**src/rtl/bar_renderer.sv**
```systemverilog
// ============================================================================
// bar_renderer
// ----------------------------------------------------------------------------
// Draws a row of vertical bars, like a spectrum analyser, over a shaded
// background. Bar heights are double-buffered. Writes go to shadow heights.
// The active heights used for drawing take the shadow values only on
// frame_start, so a bar never changes height partway down the screen.
//
// Optional feature (macro PEAK_HOLD_EN):
//   Each bar keeps a peak marker. On frame_start the marker takes the larger
//   of the new height and the old peak less PEAK_DECAY. A white row is drawn
//   at the peak height. When the macro is not defined, no peak registers
//   exist and colouring uses only bar or background.
//
// Parameters:
//   NUM_BARS    number of bars (1..16)
//   BAR_W       bar width in pixels
//   BAR_GAP     gap between adjacent bars in pixels
//   X_ORIGIN    left x of bar 0
//   BASE_Y      bottom row shared by all bars
//   PEAK_DECAY  distance the peak marker falls each frame, in pixels
//
// Ports:
//   Clk          system clock
//   Reset        synchronous, active-high reset
//   frame_start  one-cycle pulse at the start of vertical blank
//   wr_en        height-write strobe
//   wr_idx       bar index for the write (an out-of-range index is ignored)
//   wr_height    new bar height in pixels (clamped to BASE_Y+1)
//   DrawX/DrawY  current pixel coordinate
//   Red/Green/Blue  registered pixel colour, 2 cycles after DrawX/DrawY
// ============================================================================
module bar_renderer #(
    parameter int unsigned NUM_BARS   = 10,
    parameter int unsigned BAR_W      = 53,
    parameter int unsigned BAR_GAP    = 10,
    parameter int unsigned X_ORIGIN   = 10,
    parameter int unsigned BASE_Y     = 479,
    parameter int unsigned PEAK_DECAY = 2
) (
    input  logic       Clk,
    input  logic       Reset,
    input  logic       frame_start,
    input  logic       wr_en,
    input  logic [3:0] wr_idx,
    input  logic [9:0] wr_height,
    input  logic [9:0] DrawX,
    input  logic [9:0] DrawY,
    output logic [7:0] Red,
    output logic [7:0] Green,
    output logic [7:0] Blue
);

    // All position arithmetic is done in 11 bits, so sums cannot wrap.
    localparam logic [10:0] BASE_Y11 = 11'(BASE_Y);
    localparam logic [10:0] MAX_H11  = 11'(BASE_Y + 1);

    localparam logic [23:0] RGB_PEAK = 24'hFFFFFF;
    localparam logic [23:0] RGB_BAR  = 24'hFF5500;

    logic [9:0]  shadow [NUM_BARS];
    logic [9:0]  active [NUM_BARS];

    logic [10:0] x11;
    logic [10:0] y11;
    logic [9:0]  wr_clamped;
    logic        wr_ok;

    logic [NUM_BARS-1:0] in_span;
    logic [NUM_BARS-1:0] bar_hit_v;
    logic                bar_hit_c;
    logic                peak_hit_c;

    logic                s1_bar;
    logic                s1_peak;
    logic [6:0]          s1_xhi;

    assign x11 = {1'b0, DrawX};
    assign y11 = {1'b0, DrawY};

    // ------------------------------------------------------------------
    // Height write path
    // ------------------------------------------------------------------
    always_comb begin
        // NOTE: every signal set in always_comb gets a default first, so no
        // path can leave it unassigned and infer a latch.
        wr_clamped = wr_height;
        if ({1'b0, wr_height} > MAX_H11)
            wr_clamped = MAX_H11[9:0];
    end

    assign wr_ok = wr_en && ({28'd0, wr_idx} < NUM_BARS);

    // Double-buffered heights. Because the updates are non-blocking, a
    // frame_start in the same cycle as a write copies the shadow value from
    // before the write. The new height is then shown from the next frame.
    always_ff @(posedge Clk) begin
        if (Reset) begin
            // NOTE: this register file is small and must read as zero right
            // after reset, so every entry is cleared explicitly. Large RAMs
            // would normally be left unreset.
            for (int i = 0; i < NUM_BARS; i++) begin
                shadow[i] <= '0;
                active[i] <= '0;
            end
        end else begin
            // NOTE: sequential state uses non-blocking assignments only. This
            // is what gives the pre-write snapshot described above.
            if (frame_start) begin
                for (int i = 0; i < NUM_BARS; i++)
                    active[i] <= shadow[i];
            end
            if (wr_ok)
                shadow[wr_idx] <= wr_clamped;
        end
    end

`ifdef PEAK_HOLD_EN
    // ------------------------------------------------------------------
    // Peak-hold markers
    // ------------------------------------------------------------------
    localparam logic [9:0] DECAY10 = 10'(PEAK_DECAY);

    logic [9:0]          peak [NUM_BARS];
    logic [NUM_BARS-1:0] peak_hit_v;

    function automatic logic [9:0] next_peak(input logic [9:0] new_h,
                                             input logic [9:0] old_p);
        logic [9:0] decayed;
        decayed = (old_p > DECAY10) ? (old_p - DECAY10) : 10'd0;
        return (new_h > decayed) ? new_h : decayed;
    endfunction

    always_ff @(posedge Clk) begin
        if (Reset) begin
            for (int i = 0; i < NUM_BARS; i++)
                peak[i] <= '0;
        end else if (frame_start) begin
            // The new active height is the shadow value copied on this edge.
            for (int i = 0; i < NUM_BARS; i++)
                peak[i] <= next_peak(shadow[i], peak[i]);
        end
    end

    assign peak_hit_c = |peak_hit_v;
`else
    assign peak_hit_c = 1'b0;
`endif

    // ------------------------------------------------------------------
    // Per-bar hit tests
    // ------------------------------------------------------------------
    for (genvar g = 0; g < NUM_BARS; g++) begin : g_bar
        localparam int unsigned  XS_I = X_ORIGIN + g * (BAR_W + BAR_GAP);
        localparam logic [10:0]  XS   = 11'(XS_I);
        localparam logic [10:0]  XE   = 11'(XS_I + BAR_W - 1);

        assign in_span[g] = (x11 >= XS) && (x11 <= XE);

        // The condition DrawY > BASE_Y - h is rewritten as DrawY + h > BASE_Y.
        // This keeps the arithmetic from going below zero when h = BASE_Y+1.
        assign bar_hit_v[g] = in_span[g]
                           && (active[g] != '0)
                           && ((y11 + {1'b0, active[g]}) > BASE_Y11)
                           && (y11 <= BASE_Y11);

`ifdef PEAK_HOLD_EN
        // The marker row is DrawY == BASE_Y - peak + 1, written as a sum.
        assign peak_hit_v[g] = in_span[g]
                            && (peak[g] != '0)
                            && ((y11 + {1'b0, peak[g]}) == MAX_H11);
`endif
    end

    assign bar_hit_c = |bar_hit_v;

    // ------------------------------------------------------------------
    // Two-stage output pipeline
    // ------------------------------------------------------------------
    always_ff @(posedge Clk) begin
        if (Reset) begin
            s1_bar  <= 1'b0;
            s1_peak <= 1'b0;
            s1_xhi  <= '0;
            Red     <= '0;
            Green   <= '0;
            Blue    <= '0;
        end else begin
            s1_bar  <= bar_hit_c;
            s1_peak <= peak_hit_c;
            s1_xhi  <= DrawX[9:3];

            if (s1_peak) begin
                {Red, Green, Blue} <= RGB_PEAK;
            end else if (s1_bar) begin
                {Red, Green, Blue} <= RGB_BAR;
            end else begin
                // Background: blue shades darker from left to right in
                // 8-pixel columns.
                Red   <= 8'h00;
                Green <= 8'h00;
                Blue  <= 8'h7F - {1'b0, s1_xhi};
            end
        end
    end

endmodule

```
**config.mk**
```make
export PLATFORM = sky130hd
export DESIGN_NAME = bar_renderer
export DESIGN_NICKNAME = d
export VERILOG_FILES = /design/src/rtl/bar_renderer.sv
export SDC_FILE = /design/constraint.sdc
export NUM_CORES = 1
export LEC_CHECK = 0
export BUFFER_PORTS_ARGS = -buffer_cell sky130_fd_sc_hd__buf_2
export CORE_ASPECT_RATIO = 1.1
export CORE_UTILIZATION = 25
export DETAILED_ROUTE_END_ITERATION = 10
export PLACE_DENSITY = 0.39
export RECOVER_POWER = 50
export SLEW_MARGIN = 15
export SYNTH_ARGS = -nofsm -noshare
export SYNTH_HDL_FRONTEND = slang
export SYNTH_SLANG_ARGS = --single-unit
```
**constraint.sdc**
```tcl
create_clock -name Clk -period 7.35 [get_ports Clk]
set_clock_uncertainty 0.15 [all_clocks]
set_input_delay 0.3675 -clock Clk [delete_from_list [all_inputs] [get_ports Clk]]
set_output_delay 0.3675 -clock Clk [all_outputs]
set_load 0.05 [all_outputs]
```
==> results.tsv, run 1 <==
stage	metric	value	unit
route	Routed Antenna Nets	0	
critical_path	dominant delay contributor by cell family on the critical path	buffers and inverters	
critical_path	WP data arrival	4320	ps
synth	Unique masters post-synth	69	
critical_path	slowest cell on the critical path	clkbuf_1	
floorplan	Die Width	210	um
global_routing	All-Layer GR Usage	14.0	%
critical_path	CP Buf/Inv Count	2	
synth	synth warn	0	
critical_path	worst reg-to-reg setup slack	3900	ps
worst_hold_path	Worst Hold Launch	DrawX[6]	
synth	largest family of logic cells by synthesized area	simple AND/OR/NAND/NOR gates	
route	via count	8028	
cells_and_area	layout cells sized above 1	8.32	%
critical_path	Crit path required time	7590	ps
synth	area leader, netlist	edfxtp_1	
critical_path	RR Startpoint	active[0][21]$_SDFFCE_PN0P_	
timing	setup TNS	0	ps
route	initial drt markers	442	
cts	Root Buffer	clkbuf_16	
cells_and_area	most frequent cells in the layout	edfxtp_1, nor2_1, ha_1, a21oi_1, and2_0	
global_routing	number of global-route vias before repair	8180	
placed_design	Cells after DPL	1673	
synth	Seq cells post-synth	216	
synth	top post-synthesis cells by area	edfxtp_1, ha_1, and2_1	
cts	Num CTS Buffers	25	
timing	final worst-path cycle share	55.4	%
timing	Final Hold Fails	0	
floorplan	Initial Util	25.4	%
worst_hold_path	Worst Hold End	s1_xhi[3]$_SDFF_PP0_	
critical_path	crit path launch type	primary input	
global_routing	first-pass GRT wire length	50700	um
synth	asr flop ratio synth	0	%
run_status	status	complete, but fails checks	
synth	post-synthesis sequential area ratio	53.3	%
critical_path	Worst Reg-to-Reg Cells	9	
timing	fmax	245	MHz
floorplan	Die Span Y	231	um
route	WL/cell	19.5	um
synth	adder and majority gate portion of the synthesized area	12.2	%
cts	H-tree levels	1	
synth	top_reg_cell synth	edfxtp_1	
cells_and_area	commonest non-fill, non-tap cell in the layout	edfxtp_1	
route	DRC	0	
critical_path	CP Capture Type	flip-flop	
placed_design	RePlAce Congestion	0.814	
synth	Compound-Gate Fraction of Synth Area	10.4	%
timing	RSZ-0062 raised after global routing	false	
cells_and_area	Fillers	4848	
cells_and_area	Final Util	29.3	%
cts	CTS tree	built	
cts	Worst-path clk slew	60	ps
global_routing	initial antenna violation count	2	
worst_hold_path	WHS Path Cells	2	
critical_path	cell mode on critical path	clkbuf_1	
timing	# setup viols final	0	
critical_path	crit path max fanout	100	
floorplan	core area	46700	um^2
critical_path	crit path cell chain	clkbuf_1, nor2b_4, clkbuf_1, and2_1	
critical_path	Max stage delay on crit path	2580	ps
placed_design	Port Buf Inserts	56	
power	LEAKAGE	0.00513	uW
route	Detailed Route WL	33600	um
timing	WHS	50.8	ps
synth	multiplexer share of the synthesized area	0	%
cts	# clock sinks	216	
floorplan	# IOs	62	
timing	Rel. slew slack	-144	%
cells_and_area	nets	1259	
route	DR pass1 iterations	4	
power	PD cells	239	nW/um^2
timing	transition time of the tightest slew-check pin	3660	ps
synth	xor and xnor area share after synthesis	1.99	%
cells_and_area	number of diodes	0	
power	Peak VDD IR	0.135	mV
placed_design	post-DP HPWL	23100	um
synth	Post-synth EDFFs	200	
synth	post-synth top area share	50.6	%
run	maximum capacitance violations	6	
route	via density per instance	4.65	
global_routing	GRT overflow	0	
global_routing	largest net degree at the start of global routing	101	
cells_and_area	Layout Cells excl Fill	1725	
synth	Cell Area, Synth	11900	um^2
cts	clk buf depth	3	
synth	synthesized instance count	1042	
floorplan	die footprint	48400	um^2
synth	Mean Syn Cell Area	11.4	um^2
floorplan	# rows	83	
timing	Final Max Tran Viols	169	
critical_path	RR Endpoint	s1_bar$_SDFF_PP0_	
cells_and_area	area growth from synthesis to layout	15.5	%
critical_path	critical path class	in2reg	
synth	Simple-Gate Fraction of Synth Area	19.3	%
timing	Period minus WS final	4070	ps
worst_hold_path	Hold WC Path Type	in2reg	
run_status	failing checks	max-capacitance violations, max-slew violations	
cts	Skew-Pair Late Insertion Delay	550	ps
-- synth_stat cells (18+ instances only) --
| library cell | n |
|---|---|
| a21oi_1 | 56 |
| and2_1 | 103 |
| edfxtp_1 | 200 |
| ha_1 | 100 |
| inv_1 | 29 |
| nand2_1 | 35 |
| nand2b_1 | 18 |
| nand3_1 | 34 |
| nor2_1 | 138 |
| nor2b_1 | 19 |
| nor4_1 | 29 |
| o21ai_0 | 32 |
-- per-layer routing --
layer  track usage, %  vias to the layer above  part of all wire (%)
li1                 -                     3983                     -
met1             16.7                     3854                    43
met2             26.5                      141                    52
met3             1.37                       50                   2.8
met4             4.13                        0                   2.2
met5                0                        -                     0
-- per-stage QoR --
step | setup slack, ps | area, um^2 | power [uW]
floorplan | 4420 | 11900 | 1790
CTS | 3890 | 13800 | 3340
global placement | 3610 | 12800 | 1930
detailed placement | 3550 | 12800 | 1930
global route | 2600 | 13700 | 3420
finish | 3280 | 13700 | 3280
-- flip-flops by register name, indices dropped and copies added (netlist names) --
name,count
Blue,7
Red,1
active,100
s1_bar,1
s1_xhi,7
shadow,100
-- what timing repair did --
item / 4_1_cts / 5_1_grt
hold buffers: 6 / 0
buffers inserted: 0 / 0
gates resized for setup: 0 / 0
endpoints found under the setup margin: 0 / 0
hold endpoints to repair: 6 / 0
-- cells by family (layout without fill, tap and decap cells) --
logic type / count (synthesis) / count (layout)
adders and majority gates: 110 / 110
DFF: 216 / 216
other: 1 / 15
and+or+nand+nor: 435 / 435
buffers and inverters: 65 / 139
xor gates and xnor gates: 27 / 27
AOI/OAI and AO/OA: 188 / 188
-- cell type report --
cell class | instances | area (um^2) | area share [%]
clock buffers | 30 | 688 | 5.02
clock inverters | 16 | 233 | 1.70
inverters | 29 | 109 | 0.794
multi-input cells | 775 | 5290 | 38.6
flip-flops and latches | 216 | 6330 | 46.1
well taps | 595 | 744 | 5.43
repair buffers | 64 | 327 | 2.38
-- report_power, final --
| part | internal (uW) | total [uW] | switching [uW] |
|---|---|---|---|
| Combinational | 158 | 432 | 274 |
| Clock | 850 | 1380 | 535 |
| Sequential | 1430 | 1470 | 39.8 |
| Total | 2440 | 3280 | 849 |
-- worst max path at each step --
stage / from / to / slack, ps / cells past startpoint
after floorplan: DrawY[0] / s1_bar$_SDFF_PP0_ / 4420 / 11
after global placement: DrawY[1] / s1_bar$_SDFF_PP0_ / 3610 / 11
after detailed placement: DrawY[1] / s1_bar$_SDFF_PP0_ / 3550 / 11
after CTS: active[0][61]$_SDFFCE_PN0P_ / s1_bar$_SDFF_PP0_ / 3890 / 9
after global routing: Reset / active[0][88]$_SDFFCE_PN0P_ / 2600 / 4
final: Reset / active[0][71]$_SDFFCE_PN0P_ / 3280 / 4
-- worst reg2reg max path, stage by stage (launching register included) --
cell	delay, ps
edfxtp_1	440
nor4_1	360
nand3_1	190
o211ai_1	230
o2bb2ai_1	170
nor4_1	520
o2111ai_1	200
or4_1	600
nor4b_2	290
a2111oi_1	120
No activity file was read; power rests on OpenSTA's default activity.
==> inputs of run 2 (changes only) <==
--- a/config.mk
+++ b/config.mk
@@ -5,6 +5,7 @@
 export SDC_FILE = /design/constraint.sdc
 export NUM_CORES = 1
 export LEC_CHECK = 0
+export ABC_AREA = 1
 export BUFFER_PORTS_ARGS = -buffer_cell sky130_fd_sc_hd__buf_2
 export CORE_ASPECT_RATIO = 1.1
 export CORE_UTILIZATION = 25
==> constraint.sdc (replaced) <==
create_clock -name Clk -period 4.11 [get_ports Clk]
set_clock_uncertainty 0.15 [all_clocks]
set_input_delay 0.2055 -clock Clk [delete_from_list [all_inputs] [get_ports Clk]]
set_output_delay 0.2055 -clock Clk [all_outputs]
set_load 0.05 [all_outputs]
==> results.tsv, run 2 <==
stage	metric	value	unit
global_routing	number of global-route vias before repair	10400	
critical_path	RR Endpoint	s1_bar$_SDFF_PP0_	
route	via count	10500	
route	via density per instance	4.32	
power	Peak VDD IR	0.314	mV
timing	final worst-path cycle share	70.3	%
critical_path	critical path class	in2reg	
synth	adder and majority gate portion of the synthesized area	10.9	%
route	DR pass1 iterations	6	
cts	H-tree levels	1	
run_status	failing checks	max-capacitance violations, max-slew violations	
cells_and_area	nets	1887	
timing	setup TNS	0	ps
critical_path	Worst Reg-to-Reg Cells	14	
critical_path	CP Buf/Inv Count	5	
critical_path	Crit path required time	4140	ps
route	initial drt markers	872	
synth	post-synthesis sequential area ratio	47.3	%
floorplan	Die Span Y	245	um
route	Detailed Route WL	38700	um
power	Sw Share	27.9	%
cts	Root Buffer	clkbuf_16	
critical_path	crit path max fanout	12	
run_status	status	complete, but fails checks	
floorplan	# rows	88	
critical_path	CP Capture Type	flip-flop	
cells_and_area	register area	6330	um^2
global_routing	initial antenna violation count	0	
cells_and_area	most frequent cells in the layout	nand2_1, nor2_1, inv_1, edfxtp_1	
synth	top post-synthesis cells by area	edfxtp_1, nand2_1, ha_1	
placed_design	RePlAce Congestion	0.894	
synth	area leader, netlist	edfxtp_1	
cells_and_area	number of diodes	0	
synth	count leader, synth	nand2_1	
global_routing	largest net degree at the start of global routing	61	
timing	RSZ-0062 raised after global routing	false	
critical_path	cell mode on critical path	clkbuf_1	
power	Clk pwr share	39.6	%
cells_and_area	commonest non-fill, non-tap cell in the layout	nand2_1	
cts	post-cts sizing count	0	
synth	synth warn	0	
cts	clk buf depth	3	
cts	# clock sinks	216	
worst_hold_path	WHS Path Cells	3	
critical_path	dominant delay contributor by cell family on the critical path	buffers and inverters	
floorplan	Die Width	222	um
synth	synthesized instance count	1643	
timing	WHS	33.8	ps
critical_path	RR Startpoint	active[0][50]$_SDFFCE_PN0P_	
critical_path	Max stage delay on crit path	640	ps
power	P_int	4310	uW
power	LEAKAGE	0.00742	uW
critical_path	WP data arrival	2920	ps
floorplan	die footprint	54400	um^2
cts	Skew-Pair Late Insertion Delay	540	ps
critical_path	worst reg-to-reg setup slack	1720	ps
power	share of power burned in registers	43.8	%
timing	Rel. slew slack	-80.0	%
worst_hold_path	Worst Hold End	shadow[3][1]$_SDFFCE_PN0P_	
power	PD cells	386	nW/um^2
timing	Period minus WS final	2890	ps
synth	largest family of logic cells by synthesized area	simple AND/OR/NAND/NOR gates	
worst_hold_path	Hold WC Path Type	in2reg	
cells_and_area	Top Registers	active (100), shadow (100)	
cts	CTS tree	built	
timing	# setup viols final	0	
floorplan	Initial Util	25.4	%
synth	xor and xnor area share after synthesis	0.262	%
synth	Seq cells post-synth	216	
synth	Compound-Gate Fraction of Synth Area	4.47	%
power	Psw	1670	uW
critical_path	crit path cell chain	dlygate4sd3_1, clkbuf_1, inv_1, clkbuf_1, a21oi_1, clkbuf_1	
power	Combinational Power Share	16.6	%
timing	Final Max Tran Viols	11	
route	Routed Antenna Nets	0	
route	WL/cell	15.9	um
synth	Post-synth top cells	nand2_1, nor2_1, inv_1, edfxtp_1	
critical_path	slowest cell on the critical path	clkbuf_1	
cts	Num CTS Buffers	27	
timing	transition time of the tightest slew-check pin	2670	ps
timing	fmax	346	MHz
global_routing	first-pass GRT wire length	59600	um
cells_and_area	layout cells sized above 1	5.28	%
synth	Unique masters post-synth	37	
cells_and_area	Fillers	5622	
placed_design	Port Buf Inserts	56	
placed_design	post-DP HPWL	27800	um
floorplan	core area	52600	um^2
cells_and_area	area growth from synthesis to layout	15.8	%
global_routing	GRT overflow	0	
synth	multiplexer share of the synthesized area	0	%
synth	top_reg_cell synth	edfxtp_1	
cts	Worst-path clk slew	60	ps
cells_and_area	Multi-input gate area	5880	um^2
run	maximum capacitance violations	1	
synth	Cell Area, Synth	13400	um^2
synth	asr flop ratio synth	0	%
worst_hold_path	Worst Hold Launch	wr_idx[0]	
synth	post-synth top area share	44.9	%
synth	Post-synth EDFFs	200	
cts	Post-CTS Setup Bufs	0	
timing	Final Hold Fails	0	
route	DRC	0	
critical_path	crit path launch type	primary input	
global_routing	All-Layer GR Usage	14.3	%
floorplan	# IOs	62	
synth	Mean Syn Cell Area	8.14	um^2
synth	Simple-Gate Fraction of Synth Area	27.9	%
## run 2: cell count changes in the layout (fill, tap and decap cells not counted), moves of 10 or more
cell and delta:
and2_0 -55, and2_1 -48, clkbuf_1 +17, dlygate4sd3_1 +11, inv_1 +251, nand2_1 +352, nand2b_1 -18, nand3_1 +66
nand4_1 +23, nor2_1 +187, nor2b_1 -18, nor4_1 -10, xnor2_1 -14
## run 2: through the flow
step	std cells	util [%]	instance area, um^2	power, uW	worst slack (ps)
finish	2435	29.4	15500	5980	1220
global route	2435	29.4	15500	6290	1000
CTS	2435	29.5	15500	6090	1630
detailed placement	2368	27.5	14500	3660	1300
global placement	2368	27.5	14500	3670	1350
floorplan	1657	-	13400	3340	1770
## run 2: timing repair
| item | in CTS | in global routing |
|---|---|---|
| endpoints found under the setup margin | 0 | 0 |
| hold buffers | 17 | 0 |
| endpoints found under the hold margin | 10 | 0 |
## run 2: worst max path at each step
stage,startpoint,endpoint,slack (ps),cells after the start
final,Reset,shadow[9][2]$_DFFE_PP_,1220,6
after global routing,Reset,shadow[9][2]$_DFFE_PP_,1000,6
after CTS,Reset,shadow[4][9]$_SDFFCE_PN0P_,1630,7
after detailed placement,DrawY[1],s1_bar$_SDFF_PP0_,1300,14
after global placement,DrawY[1],s1_bar$_SDFF_PP0_,1350,14
after floorplan,Reset,active[0][0]$_SDFFCE_PN0P_,1770,2
## run 2: cells by family after synthesis
group	count (synthesis)
AO/OA/AOI/OAI	109
XOR/XNOR	4
adder cells (fa/ha/maj)	110
buffers and inverters	310
flip-flops	216
other	1
AND/OR/NAND/NOR	893
## run 2: tightest hold or removal path, stage by stage
cell     delay, ps
buf_2          150
nand3_4        150
nor2_1          60
## run 2: power groups by stage
stage / clock network, uW / registers (uW) / logic, uW
after CTS: 2460 / 2620 / 1010
after global routing: 2520 / 2630 / 1140
after floorplan: 0 / 2670 / 679
after global placement: 0 / 2670 / 1000
after detailed placement: 0 / 2670 / 995
final: 2370 / 2620 / 990
## run 2: area by class of cell
type,instances,area share [%]
multi-input combinational,1131,38.0
sequential,216,40.9
inverter,281,6.81
timing repair buffer,82,3.20
tap,675,5.46
clock buffer,41,4.83
clock inverter,9,0.840
## run 2: per-layer routing
layer  up-vias  wire [um]  track usage [%]
met5         -          0                0
met4         0        835             3.71
met3        49       1090             1.63
met2       174      19300             26.3
met1      4814      17400             17.6
li1       5486          -                -
